<file path="src/rtl/uart_pkg.sv">
// -----------------------------------------------------------------------------
// uart_pkg -- definitions shared by the UART transmitter and receiver.
//   uart_state_e        : frame state encoding (IDLE, START, DATA, PARITY, STOP)
//   BAUD_CNT_W          : width of the per-bit cycle counter
//   calc_clks_per_bit() : clock cycles per line bit (integer division)
//   calc_parity()       : parity bit of a byte, even or odd
// -----------------------------------------------------------------------------
package uart_pkg;

    typedef enum logic [2:0] {
        ST_IDLE   = 3'd0,
        ST_START  = 3'd1,
        ST_DATA   = 3'd2,
        ST_PARITY = 3'd3,
        ST_STOP   = 3'd4
    } uart_state_e;

    // Per-bit counter width; clks_per_bit above 65535 is not supported.
    localparam int unsigned BAUD_CNT_W = 16;

    function automatic int unsigned calc_clks_per_bit(input int unsigned clk_freq_hz,
                                                      input int unsigned baud);
        return clk_freq_hz / baud;
    endfunction

    // Even parity is the XOR of the byte; odd parity is its inverse.
    function automatic logic calc_parity(input logic [7:0] data, input logic odd);
        return (^data) ^ odd;
    endfunction

endpackage

</file>
<file path="src/rtl/uart_tx.sv">
// -----------------------------------------------------------------------------
// uart_tx -- 8-bit UART transmitter, LSB first, optional parity, one stop bit.
//   clk      : system clock, all logic on the rising edge
//   reset    : asynchronous active-high reset, aborts any frame in progress
//   tx_start : request to send tx_data, ignored while tx_busy is high
//   tx_data  : byte to send, latched on the accepting edge
//   tx_line  : registered serial output, idle high
//   tx_busy  : high from the cycle after acceptance until the frame ends
//   tx_done  : one-cycle pulse during the final cycle of the stop bit
// -----------------------------------------------------------------------------
module uart_tx
    import uart_pkg::*;
#(
    parameter int unsigned clk_freq   = 50000000,
    parameter int unsigned baud_rate  = 9600,
    parameter bit          parity_en  = 1'b0,
    parameter bit          parity_odd = 1'b0
) (
    input  logic       clk,
    input  logic       reset,
    input  logic       tx_start,
    input  logic [7:0] tx_data,
    output logic       tx_line,
    output logic       tx_busy,
    output logic       tx_done
);

    localparam int unsigned           CLKS_PER_BIT = calc_clks_per_bit(clk_freq, baud_rate);
    localparam logic [BAUD_CNT_W-1:0] BIT_LAST     = BAUD_CNT_W'(CLKS_PER_BIT - 1);
    // With one cycle per bit, the first stop cycle is already the last one.
    localparam bit                    STOP_IS_ONE  = (BIT_LAST == {BAUD_CNT_W{1'b0}});

    uart_state_e           state_q;
    logic [BAUD_CNT_W-1:0] cnt_q;
    logic [BAUD_CNT_W-1:0] cnt_d;
    logic [2:0]            bit_idx_q;
    logic [2:0]            bit_idx_d;
    logic [7:0]            shift_q;
    logic                  tx_line_q;
    logic                  tx_busy_q;
    logic                  tx_done_q;
    logic                  bit_end_s;

    assign cnt_d     = cnt_q + {{(BAUD_CNT_W-1){1'b0}}, 1'b1};
    assign bit_idx_d = bit_idx_q + 3'd1;
    assign bit_end_s = (cnt_q == BIT_LAST);

    // Frame sequencer: state, baud counter, latched byte and registered outputs.
    always_ff @(posedge clk or posedge reset) begin
        if (reset) begin
            state_q   <= ST_IDLE;
            cnt_q     <= {BAUD_CNT_W{1'b0}};
            bit_idx_q <= 3'd0;
            shift_q   <= 8'h00;
            tx_line_q <= 1'b1;
            tx_busy_q <= 1'b0;
            tx_done_q <= 1'b0;
        end else begin
            tx_done_q <= 1'b0;
            case (state_q)
                ST_IDLE: begin
                    cnt_q     <= {BAUD_CNT_W{1'b0}};
                    bit_idx_q <= 3'd0;
                    if (tx_start) begin
                        // Start bit goes out in the very next cycle.
                        shift_q   <= tx_data;
                        state_q   <= ST_START;
                        tx_line_q <= 1'b0;
                        tx_busy_q <= 1'b1;
                    end else begin
                        tx_line_q <= 1'b1;
                        tx_busy_q <= 1'b0;
                    end
                end
                ST_START: begin
                    if (bit_end_s) begin
                        cnt_q     <= {BAUD_CNT_W{1'b0}};
                        bit_idx_q <= 3'd0;
                        state_q   <= ST_DATA;
                        tx_line_q <= shift_q[0];
                    end else begin
                        cnt_q <= cnt_d;
                    end
                end
                ST_DATA: begin
                    if (bit_end_s) begin
                        cnt_q <= {BAUD_CNT_W{1'b0}};
                        if (bit_idx_q == 3'd7) begin
                            if (parity_en) begin
                                state_q   <= ST_PARITY;
                                tx_line_q <= calc_parity(shift_q, parity_odd);
                            end else begin
                                state_q   <= ST_STOP;
                                tx_line_q <= 1'b1;
                                tx_done_q <= STOP_IS_ONE;
                            end
                        end else begin
                            bit_idx_q <= bit_idx_d;
                            tx_line_q <= shift_q[bit_idx_d];
                        end
                    end else begin
                        cnt_q <= cnt_d;
                    end
                end
                ST_PARITY: begin
                    if (bit_end_s) begin
                        cnt_q     <= {BAUD_CNT_W{1'b0}};
                        state_q   <= ST_STOP;
                        tx_line_q <= 1'b1;
                        tx_done_q <= STOP_IS_ONE;
                    end else begin
                        cnt_q <= cnt_d;
                    end
                end
                ST_STOP: begin
                    if (bit_end_s) begin
                        // Frame complete: back to IDLE, busy drops with it.
                        cnt_q     <= {BAUD_CNT_W{1'b0}};
                        state_q   <= ST_IDLE;
                        tx_line_q <= 1'b1;
                        tx_busy_q <= 1'b0;
                    end else begin
                        cnt_q     <= cnt_d;
                        // Raise done so it is visible during the last stop cycle.
                        tx_done_q <= (cnt_d == BIT_LAST);
                    end
                end
                default: begin
                    state_q   <= ST_IDLE;
                    cnt_q     <= {BAUD_CNT_W{1'b0}};
                    bit_idx_q <= 3'd0;
                    tx_line_q <= 1'b1;
                    tx_busy_q <= 1'b0;
                end
            endcase
        end
    end

    assign tx_line = tx_line_q;
    assign tx_busy = tx_busy_q;
    assign tx_done = tx_done_q;

endmodule
</file>
<file path="config.mk">
export PLATFORM = sky130hd
export DESIGN_NAME = uart_tx
export DESIGN_NICKNAME = d
export VERILOG_FILES = /design/src/rtl/uart_pkg.sv /design/src/rtl/uart_tx.sv
export SDC_FILE = /design/constraint.sdc
export NUM_CORES = 1
export LEC_CHECK = 0
export BUFFER_PORTS_ARGS = -buffer_cell sky130_fd_sc_hd__buf_4
export CORE_UTILIZATION = 59
export DETAILED_ROUTE_END_ITERATION = 8
export GPL_ROUTABILITY_DRIVEN = 0
export HOLD_SLACK_MARGIN = 0.12
export PLACE_DENSITY = 0.82
export SYNTH_ARGS = -nofsm -noshare
export SYNTH_HDL_FRONTEND = slang
export SYNTH_SLANG_ARGS = --single-unit
export TNS_END_PERCENT = 5
</file>
<file path="constraint.sdc">
create_clock -name clk -period 2.1 [get_ports clk]
set_input_delay 0 -clock clk [delete_from_list [all_inputs] [get_ports clk]]
set_output_delay 0 -clock clk [all_outputs]
set_load 0.02 [all_outputs]
</file>
; Yosys cells after proc, flatten, opt, wreduce, memory -nomap -nowiden
; Index checks and enable logic that the tools add are counted.
[classes]
n_mux = 25
n_reduce_logical = 9
bitwise_logic = 2
eq_ne = 15
magnitude_cmp = 1
addsub = 2
[op_table]
columns = op, count
row1 = "equality test 16 x 13 -> 1 bit, second input constant", 2
row2 = two-way mux 16 bit, 2
row3 = two-way mux 3 bit, 8
row4 = "adder 16 x 1 -> 16 bit, second input constant", 1
row5 = case mux 3 bit (5 select lines), 1
row6 = "!= test 2 bit, second input constant", 7
row7 = two-way mux 1 bit, 10
row8 = case mux 3 bit (3 select lines), 1
row9 = "equality test 3 x 2 -> 1 bit, second input constant", 2
row10 = "equality test 3 bit, second input constant", 2
row11 = AND reduction 6 bit, 1
row12 = "less-than comparator 3 x 4 -> 1 bit, second input constant", 1
row13 = case mux 1 bit (4 select lines), 1
row14 = AND reduction 2 bit, 2
row15 = AND reduction 4 bit, 1
row16 = OR reduction 4 bit, 1
row17 = "adder 3 x 1 -> 3 bit, second input constant", 1
row18 = binary-select mux 1 bit (select 3 bit), 1
row19 = "equality test 3 x 1 -> 1 bit, second input constant", 1
row20 = logical NOT 3 bit, 1
row21 = case mux 1 bit (3 select lines), 1
row22 = AND reduction 3 bit, 1
row23 = OR reduction 3 bit, 1
row24 = "!= test 2 x 1 -> 1 bit, second input constant", 1
row25 = 2 further kinds, 3
[word_totals]
register_bits = 33
output_inout_bits = 3
wordCells = 61

; Depth between registers and ports, before layout
; Gate-level depths: netlist (run 1).
[logic_depth]
ltp_word = 6
depth_mapped = 7
mapped_depth_nobuf = 7

; Worst setup path before layout (run 1)
; No wires, ideal clock.
[synth_path]
path_type = register to register
start = register bit_idx_q[0]
end = register tx_line_q (netlist: tx_line)
setup_ns = 0.077
t_arrival_ns = 1.734
path_stages_with_launch = 8
path_slack_ns = 0.288
path_buffers = 0
required_time_ns = 2.023
cell_sequence = dfrtp_1 -> ha_1 -> ha_1 -> mux4_2 -> nor2b_1 -> a211oi_1 -> o22ai_1 -> o21a_1
[synth_between]
elab_chain_len = 6
elab_cells_between_ends = 7
[synth_rtl]
columns = item, line
row1 = from (decl), uart_tx.sv:36  ; logic [2:0] bit_idx_q;
row2 = from (signal assigned), uart_tx.sv:98  ; bit_idx_q <= bit_idx_d;
row3 = adder 3 x 1 -> 3 bit, uart_tx.sv:45  ; assign bit_idx_d = bit_idx_q + 3'd1;
row4 = binary-select mux 1 bit (select 3 bit), uart_tx.sv:99  ; tx_line_q <= shift_q[bit_idx_d];
row5 = two-way mux 1 bit (implied by the code), uart_tx.sv:99
row6 = two-way mux 1 bit *, uart_tx.sv:88  ; if (bit_idx_q == 3'd7) begin
row7 = two-way mux 1 bit *, uart_tx.sv:86  ; if (bit_end_s) begin
row8 = case mux 1 bit (4 select lines) *, uart_tx.sv:60  ; case (state_q)
row9 = to (signal assigned), uart_tx.sv:80  ; tx_line_q <= shift_q[0];
row10 = to (signal assigned), uart_tx.sv:91  ; tx_line_q <= calc_parity(shift_q, parity_odd);
row11 = to (signal assigned), uart_tx.sv:99
row12 = to (decl), uart_tx.sv:39  ; logic tx_line_q;
; Every way passes the cells marked *; elsewhere a longest branch is shown, timed or not. The select of a mux whose other input is x is not followed.
; A chain may end at the register's enable or synchronous reset.

; Worst setup path in the final report (run 1)
[layout_path]
start = register cnt_q[0]
end = register bit_idx_q[0]
[layout_between]
elab_chain_len = 3
elab_cells_between_ends = 4
[layout_rtl]
columns = item, line
row1 = from (decl), uart_tx.sv:34  ; logic [BAUD_CNT_W-1:0] cnt_q;
row2 = from (signal assigned), uart_tx.sv:52  ; cnt_q <= {BAUD_CNT_W{1'b0}};
row3 = from (signal assigned), uart_tx.sv:62  ; cnt_q <= {BAUD_CNT_W{1'b0}};
row4 = from (signal assigned), uart_tx.sv:77  ; cnt_q <= {BAUD_CNT_W{1'b0}};
row5 = equality test 16 x 13 -> 1 bit *, uart_tx.sv:46  ; assign bit_end_s = (cnt_q == BIT_LAST);
row6 = != test 2 bit (no line), --
row7 = AND reduction 4 bit (no line) *, --
; Every way passes the cells marked *; elsewhere a longest branch is shown, timed or not.

==> results of run 1 <==
-- power by group --
group	internal [uW]	total, uW	switching [uW]	leakage, uW
logic	269	506	237	0.000465
registers	769	899	129	0.000431
clock network	126	362	236	0.0000310
total	1160	1770	602	0.000927
-- flip-flops by register name (all words and copies together) (netlist names) --
| signal | cells |
|---|---|
| cnt_q | 16 |
| bit_idx_q | 3 |
| tx_line | 1 |
| state_q | 3 |
| tx_busy | 1 |
| shift_q | 8 |
| tx_done | 1 |
-- through the flow --
stage	setup TNS (ns)	power (uW)	hold WS (ns)
finish	0	1770	0.166
global route	-0.00695	1860	0.170
CTS	0	1760	0.148
detailed placement	0	1370	0.108
global placement	0	1340	0.0961
floorplan	0	1200	0.128
-- cell families (layout without fill, tap and decap cells) --
family / Yosys count / count (layout) / synth area share [%]
buffers and inverters: 15 / 41 / 4.57
xor gates and xnor gates: 16 / 16 / 7.63
adders and majority gates: 4 / 4 / 2.73
DFF: 33 / 33 / 45.1
AOI/OAI and AO/OA: 21 / 21 / 7.98
muxes: 14 / 14 / 9.61
and+or+nand+nor: 72 / 72 / 22.4
-- worst paths after layout --
path                          start           end  slack, ns
max                        cnt_q[0]  bit_idx_q[0]       0.14
min                        tx_start    state_q[0]       0.17
max reg2reg                cnt_q[0]  bit_idx_q[0]       0.14
min reg2reg                 tx_busy       tx_busy       0.51
max in group asynchronous     reset      cnt_q[1]       1.15
min in group asynchronous     reset    shift_q[3]       0.27
-- critical path: stages (launching register included) --
cell and delay, ns:
dfrtp_2 0.44, ha_1 0.21, nor4b_1 0.25, nand4_1 0.27
o21bai_1 0.21, o211ai_1 0.18, mux2_2 0.30
-- per-layer routing --
metal  GRT usage (%)  wire length (um)  up-vias
met5               0                 0        -
met4            16.3               122        0
met3            6.47               209       17
met2            51.3              2170       51
met1            32.0              1620      721
li1                -                 -      675
-- cell type report --
type / count / area (um^2) / area share, %
multi-input cells: 127 / 933 / 44.0
inverters: 2 / 7.51 / 0.354
repair buffers: 31 / 255 / 12.0
clock buffers: 5 / 37.5 / 1.77
flip-flops and latches: 33 / 830 / 39.1
clock inverters: 3 / 17.5 / 0.826
well taps: 31 / 38.8 / 1.83
-- layout by cell type, fill, tap and decap left out, types with 5 or more instances in the layout --
cell,instances
dfrtp_1,30
nor2_1,23
buf_4,22
nand3_1,10
xnor2_1,9
mux2_2,9
dlygate4sd3_1,9
xor2_1,7
nand4_1,5
clkbuf_4,5
-- repair_timing --
| item | CTS | global route |
|---|---|---|
| buffers inserted | 0 | 2 |
| resized for setup | 0 | 3 |
| hold buffers | 9 | 0 |
| setup endpoints to repair | 0 | 4 |
| hold endpoints to repair | 24 | 0 |
==> impl_metrics.json, run 1 <==
{
  "status": "finished clean",
  "dp_slack_ns": 0.108,
  "die_w_um": 57.8,
  "period_share_pct": 93.4,
  "synth_fp_nets": 190,
  "hold_path.class": "in -> reg",
  "io_pins": 14,
  "synthTopCellsByCount": "32 x dfrtp_1, 24 x nor2_1, 10 x nand3_1",
  "cts-buffers-inserted": 5,
  "cts_tree": "built",
  "avgSynthCellArea_um2": 10.5,
  "cp_max_fo": 7,
  "start_kind": "register",
  "cp_data_required_time_ns": 2.35,
  "portBuffers": 13,
  "grt_pass1_wl_mm": 7.02,
  "maxCapViolCount": 0,
  "dp_hpwl_mm": 2.65,
  "core_um2": 2850,
  "n_antenna_cell": 0,
  "drc": 0,
  "drive_above_1_share_pct": 24.9,
  "synthTopCellsByArea": "dfrtp_1 44%, mux2_2 5.5%, nor2_1 4.9%",
  "relSlewSlack_pct": 58.3,
  "detail-route-antenna-nets": 0,
  "rows": 19,
  "h-tree-depth": 2,
  "fin_crit_ns": 1.96,
  "max_freq_mhz": 510,
  "fp.dieH_um": 57.8,
  "p_per_area_nw_per_um2": 833,
  "clock_latency_ns": 0.36,
  "clock_path_buffers": 2,
  "cts_sinks": 33,
  "critPathArrivalTime_ns": 2.21,
  "tightest_slew_ns": 0.625,
  "setup_viol_count_final": 0,
  "yosys.area.top_type": "dfrtp_1",
  "grt_antenna_before_repair": 0,
  "path_clk_slew_ns": 0.11,
  "grt_usage_pct": 28.9,
  "area_growth_syn_to_layout_pct": 15.5,
  "hold_depth": 3,
  "ys_types": 44,
  "hold_viol_final": 0,
  "routedWlPerCell_um": 17.8,
  "synth_edf_count": 0,
  "static-leakage-power_uw": 0.000927,
  "slew_viol_final": 0,
  "irDropWorstVdd_mv": 0.917,
  "synth_warnings": 0,
  "crit_type": "reg -> reg",
  "endpoint_kind": "register",
  "grt_pass1_vias": 1488,
  "synthFlopType": "dfrtp_1",
  "yosysTopAreaCellShare_pct": 43.6,
  "ys_ff_latch": 33,
  "fin_nets": 215,
  "final_cells": 232,
  "n_fill_cell": 183,
  "cts-root-buf": "clkbuf_4",
  "grt_max_degree": 18,
  "r2r_cells": 6,
  "drt_iter0_markers": 81,
  "first_pass_iters": 4,
  "routed_via_density": 6.31,
  "final_area_um2": 2120,
  "fin_ws_ns": 0.138,
  "fin_skew_ns": 0.0100,
  "vias": 1464,
  "syn_inst": 175,
  "synthArstFlopShare_pct": 100,
  "drt_wl_total_mm": 4.12,
  "dp.cells": 213,
  "die_area_um2": 3340,
  "netlist_area_um2": 1840,
  "synthMostInstantiatedCell": "dfrtp_1",
  "yosysSeqAreaShare_pct": 45.1,
  "initial_utilization_pct": 64.3,
  "fin_util_pct": 74.3,
  "grt-ovfl-total": 0,
  "placed_cell_area_um2": 1950
}
Power figures use the tool's default switching activity.
==> run 2: changes to the inputs <==
Settings changed: SETUP_SLACK_MARGIN from default to 0.15.
==> impl_metrics.json, run 2 (synthesized netlist as in run 1, its figures left out) <==
{
  "status": "finished clean",
  "max_freq_mhz": 517,
  "cp_max_fo": 6,
  "h-tree-depth": 2,
  "path_clk_slew_ns": 0.11,
  "fin_tns_setup_ns": 0,
  "holdWs_ns": 0.185,
  "cts-root-buf": "clkbuf_4",
  "io_pins": 14,
  "dp.cells": 213,
  "cts_tree": "built",
  "portBuffers": 13,
  "drive_above_1_share_pct": 29.4,
  "routed_via_density": 6.42,
  "wl_met2_mm": 2.20,
  "top_layer": "met4",
  "n_antenna_cell": 0,
  "slew_viol_final": 0,
  "clock_path_buffers": 2,
  "detail-route-antenna-nets": 0,
  "routedWlPerCell_um": 18.1,
  "hold_viol_final": 0,
  "grt_pass1_vias": 1538,
  "p_int_uw": 1180,
  "reg_top3": "cnt_q: 16 flops, shift_q: 8 flops",
  "swShare_pct": 33.8,
  "setup_viol_count_final": 0,
  "p_sw_uw": 604,
  "fp.dieH_um": 57.8,
  "clock_latency_ns": 0.35,
  "top_register": "cnt_q",
  "tightest_slew_ns": 0.630,
  "final_cells": 235,
  "largest_reg_flops": 16,
  "relSlewSlack_pct": 58.0,
  "endpoint_kind": "register",
  "static-leakage-power_uw": 0.000943,
  "die_w_um": 57.8,
  "grt_usage_pct": 28.6,
  "p_clk_share_pct": 20.2,
  "fin_nets": 218,
  "period_share_pct": 92.1,
  "grt_pass1_wl_mm": 6.92,
  "grt_antenna_before_repair": 0,
  "fin_crit_ns": 1.93,
  "fin_ws_ns": 0.167,
  "dp_slack_ns": 0.108,
  "area_growth_syn_to_layout_pct": 18.8,
  "rsz0062_at_grt": "yes",
  "drt_iter0_markers": 82,
  "met1_length_mm": 1.64,
  "rows": 19,
  "drt_wl_total_mm": 4.26,
  "core_um2": 2850,
  "first_pass_iters": 4,
  "vias": 1508,
  "fin_skew_ns": 0.00955,
  "most-common-layout-cells": "29 x dfrtp_1, 25 x buf_4, 22 x nor2_1, 10 x nand3_1",
  "start_kind": "register",
  "grt_max_degree": 18,
  "p_per_area_nw_per_um2": 819,
  "grt-ovfl-total": 0,
  "final_common_cell": "dfrtp_1",
  "cts_sinks": 33,
  "hold_path.class": "in -> reg",
  "cp_data_required_time_ns": 2.34,
  "dp_hpwl_mm": 2.65,
  "drc": 0,
  "irDropWorstVdd_mv": 0.886,
  "initial_utilization_pct": 64.3,
  "die_area_um2": 3340,
  "power.total_uw": 1790,
  "comb_power_share_pct": 30.1,
  "critPathArrivalTime_ns": 2.17,
  "cts-buffers-inserted": 5,
  "crit_type": "reg -> reg",
  "maxCapViolCount": 0,
  "p_seq_share_pct": 49.7,
  "wl_met3_um": 240
}
-- run 2: power groups by stage --
stage	clock [uW]	combinational, uW	sequential (uW)
2_1_floorplan	0	330	869
3_3_place_gp	0	463	880
6_report	360	537	888
5_1_grt	391	581	896
3_5_place_dp	0	487	885
4_1_cts	380	502	878
-- run 2: stage by stage --
stage	area, um^2	util (%)
after floorplan	1840	-
after global placement	1950	68.5
after detailed placement	1950	68.5
after CTS	2120	74.4
after global routing	2180	76.4
final	2180	76.4
-- run 2: path summary, 6_finish.rpt --
kind / end / startpoint / slack (ns) / depth (start not counted)
worst max-delay path: bit_idx_q[0] / cnt_q[1] / 0.17 / 6
worst min-delay path: state_q[0] / tx_start / 0.18 / 3
worst max register to register: bit_idx_q[0] / cnt_q[1] / 0.17 / 6
worst min register to register: tx_busy / tx_busy / 0.53 / 1
max in group asynchronous: cnt_q[1] / reset / 1.14 / 4
min in group asynchronous: shift_q[3] / reset / 0.28 / 3
-- run 2: what timing repair did --
| item | CTS | global route |
|---|---|---|
| resized for setup | 3 | 7 |
| hold endpoints to repair | 24 | 0 |
| pin swaps | 1 | 3 |
| hold buffers | 9 | 0 |
| setup buffers | 2 | 3 |
| endpoints found under the setup margin | 3 | 9 |
-- run 2: final cells by class --
type / count / area, um^2
multi-input combinational: 127 / 971
fill: 169 / 672
sequential: 33 / 831
tap: 31 / 38.8
clock buffer: 5 / 37.5
clock inverter: 3 / 17.5
timing repair buffer: 34 / 278
inverter: 2 / 7.51
-- run 2: worst max-delay path, stage by stage (launching register included) --
cell      delay, ns
dfrtp_2        0.43
ha_1           0.20
nor4b_2        0.21
nand4_1        0.26
nor2_2         0.24
o211ai_1       0.18
mux2_2         0.30
-- run 2: metal layers --
layer	up-vias	GRT usage, %
met2	64	49.7
met5	-	0
li1	683	-
met3	20	8.71
met4	0	19.4
met1	741	29.6
==> run 3: changes to the inputs <==
Settings changed: REMOVE_ABC_BUFFERS from default to 1.
==> impl_metrics.json, run 3 (synthesized netlist as in run 1, its figures left out) <==
{
  "cts-buffers-inserted": 5,
  "area_growth_syn_to_layout_pct": 18.6,
  "worstReg2RegEnd": "tx_done",
  "initial_utilization_pct": 64.3,
  "grt_usage_pct": 29.4,
  "cts_tree": "built",
  "slowest_delay_ns": 0.43,
  "most-common-layout-cells": "29 x dfrtp_1, 26 x buf_4, 23 x nor2_1, 10 x nand3_1",
  "hold_viol_final": 0,
  "globalRouteMet3Util_pct": 6.92,
  "clock_latency_ns": 0.35,
  "p_per_area_nw_per_um2": 820,
  "r2r_cells": 7,
  "drt_iter0_markers": 78,
  "routed_via_density": 6.16,
  "tightest_slew_ns": 0.547,
  "cp_max_fo": 6,
  "crit_type": "reg -> reg",
  "grt_max_degree": 16,
  "grt_use_met1_pct": 34.9,
  "rsz0062_at_grt": "yes",
  "whs_endpoint": "state_q[0]",
  "reg2reg_from": "cnt_q[1]",
  "grt_busiest_layer": "met2",
  "maxCapViolCount": 0,
  "critPathSlowestCell": "dfrtp_2",
  "rrSetupSlack_ns": 0.10,
  "clock_path_buffers": 2,
  "fin_util_pct": 76.3,
  "fin_crit_ns": 2.00,
  "cp.buffers_inverters": 1,
  "dp.cells": 218,
  "status": "finished clean",
  "grt_antenna_before_repair": 0,
  "period_share_pct": 95.0,
  "start_kind": "register",
  "cts_sinks": 33,
  "static-leakage-power_uw": 0.000955,
  "max_freq_mhz": 501,
  "die_area_um2": 3340,
  "drc": 0,
  "final_cells": 236,
  "holdWs_ns": 0.185,
  "grt-ovfl-total": 0,
  "cp_data_required_time_ns": 2.39,
  "path_cells": "ha_2 -> buf_4 -> nand3_1 -> nor4_1 -> mux2i_1 -> o31ai_1 -> and4b_1",
  "hold_start": "tx_start",
  "slew_viol_final": 0,
  "dp_hpwl_mm": 2.82,
  "setup_viol_count_final": 0,
  "vias": 1453,
  "fin_skew_ns": 0.0249,
  "reg_top3": "cnt_q: 16 flops, shift_q: 8 flops",
  "largest_reg_flops": 16,
  "grt_pass1_wl_mm": 7.20,
  "critPathArrivalTime_ns": 2.29,
  "critPathTopFamily": "simple AND/OR/NAND/NOR gates",
  "path_clk_slew_ns": 0.11,
  "portBuffers": 13,
  "grt_pass1_vias": 1527,
  "fin_tns_setup_ns": 0,
  "drive_above_1_share_pct": 27.8,
  "n_antenna_cell": 0,
  "cts-root-buf": "clkbuf_4",
  "rows": 19,
  "io_pins": 14,
  "core_um2": 2850,
  "irDropWorstVdd_mv": 0.623,
  "n_fill_cell": 175,
  "drt_wl_total_mm": 4.26,
  "first_pass_iters": 4,
  "top_register": "cnt_q",
  "final_common_cell": "dfrtp_1",
  "die_w_um": 57.8,
  "relSlewSlack_pct": 63.5,
  "detail-route-antenna-nets": 0,
  "fin_nets": 219,
  "endpoint_kind": "register",
  "grtUsageMet2_pct": 51.8,
  "hold_path.class": "in -> reg",
  "routedWlPerCell_um": 18.0,
  "hold_depth": 3,
  "fp.dieH_um": 57.8,
  "h-tree-depth": 2
}
-- run 3: cell count changes in the layout (fill, tap and decap cells not counted), sizes merged --
cell      previous run  this run
clkinv               2         0
clkbuf               5         8
buf                 25        26
clkinvlp             1         0
-- run 3: through the flow --
step	instance area, um^2	worst slack, ns	power, uW
final	2180	0.104	1780
after CTS	2140	0.148	1780
after global routing	2180	-0.0224	1900
after floorplan	1760	-0.0937	1180
after global placement	1990	0.225	1350
after detailed placement	1990	0.152	1380
-- run 3: routing by layer --
| layer | share of wire [%] | vias to the layer above |
|---|---|---|
| met2 | 54 | 52 |
| met5 | 0 | - |
| met3 | 4.4 | 14 |
| li1 | - | 683 |
| met4 | 2.5 | 0 |
| met1 | 39 | 704 |
-- run 3: power by group --
| group | internal, uW | switching (uW) |
|---|---|---|
| logic | 283 | 250 |
| registers | 768 | 105 |
| clock network | 165 | 214 |
| total | 1220 | 568 |
-- run 3: final cells by class --
cell class | instances | area [um^2] | share of cell area (%)
clock buffers | 8 | 58.8 | 2.70
inverters | 2 | 7.51 | 0.345
multi-input cells | 127 | 956 | 43.9
flip-flops and latches | 33 | 831 | 38.2
well taps | 31 | 38.8 | 1.78
repair buffers | 35 | 285 | 13.1
-- run 3: repair_timing --
action / CTS / global route
pin swaps: 1 / 3
buffers inserted: 0 / 1
hold endpoints to repair: 33 / 0
gates resized for setup: 1 / 8
hold buffers: 9 / 0
setup endpoints to repair: 2 / 9
-- run 3: worst max-delay path by stage --
stage / startpoint / endpoint / cells after the start
after floorplan: state_q[0] / shift_q[0] / 2
after global placement: bit_idx_q[0] / tx_line / 7
after detailed placement: bit_idx_q[0] / tx_line / 7
after CTS: cnt_q[1] / bit_idx_q[0] / 6
after global routing: cnt_q[1] / tx_done / 7
final: cnt_q[1] / tx_done / 7
-- run 3: worst reg2reg max path, cell delays in order (launching register included) --
cell     delay [ns]
dfrtp_2        0.43
ha_2           0.23
buf_4          0.14
nand3_1        0.27
nor4_1         0.42
mux2i_1        0.13
o31ai_1        0.09
and4b_1        0.23
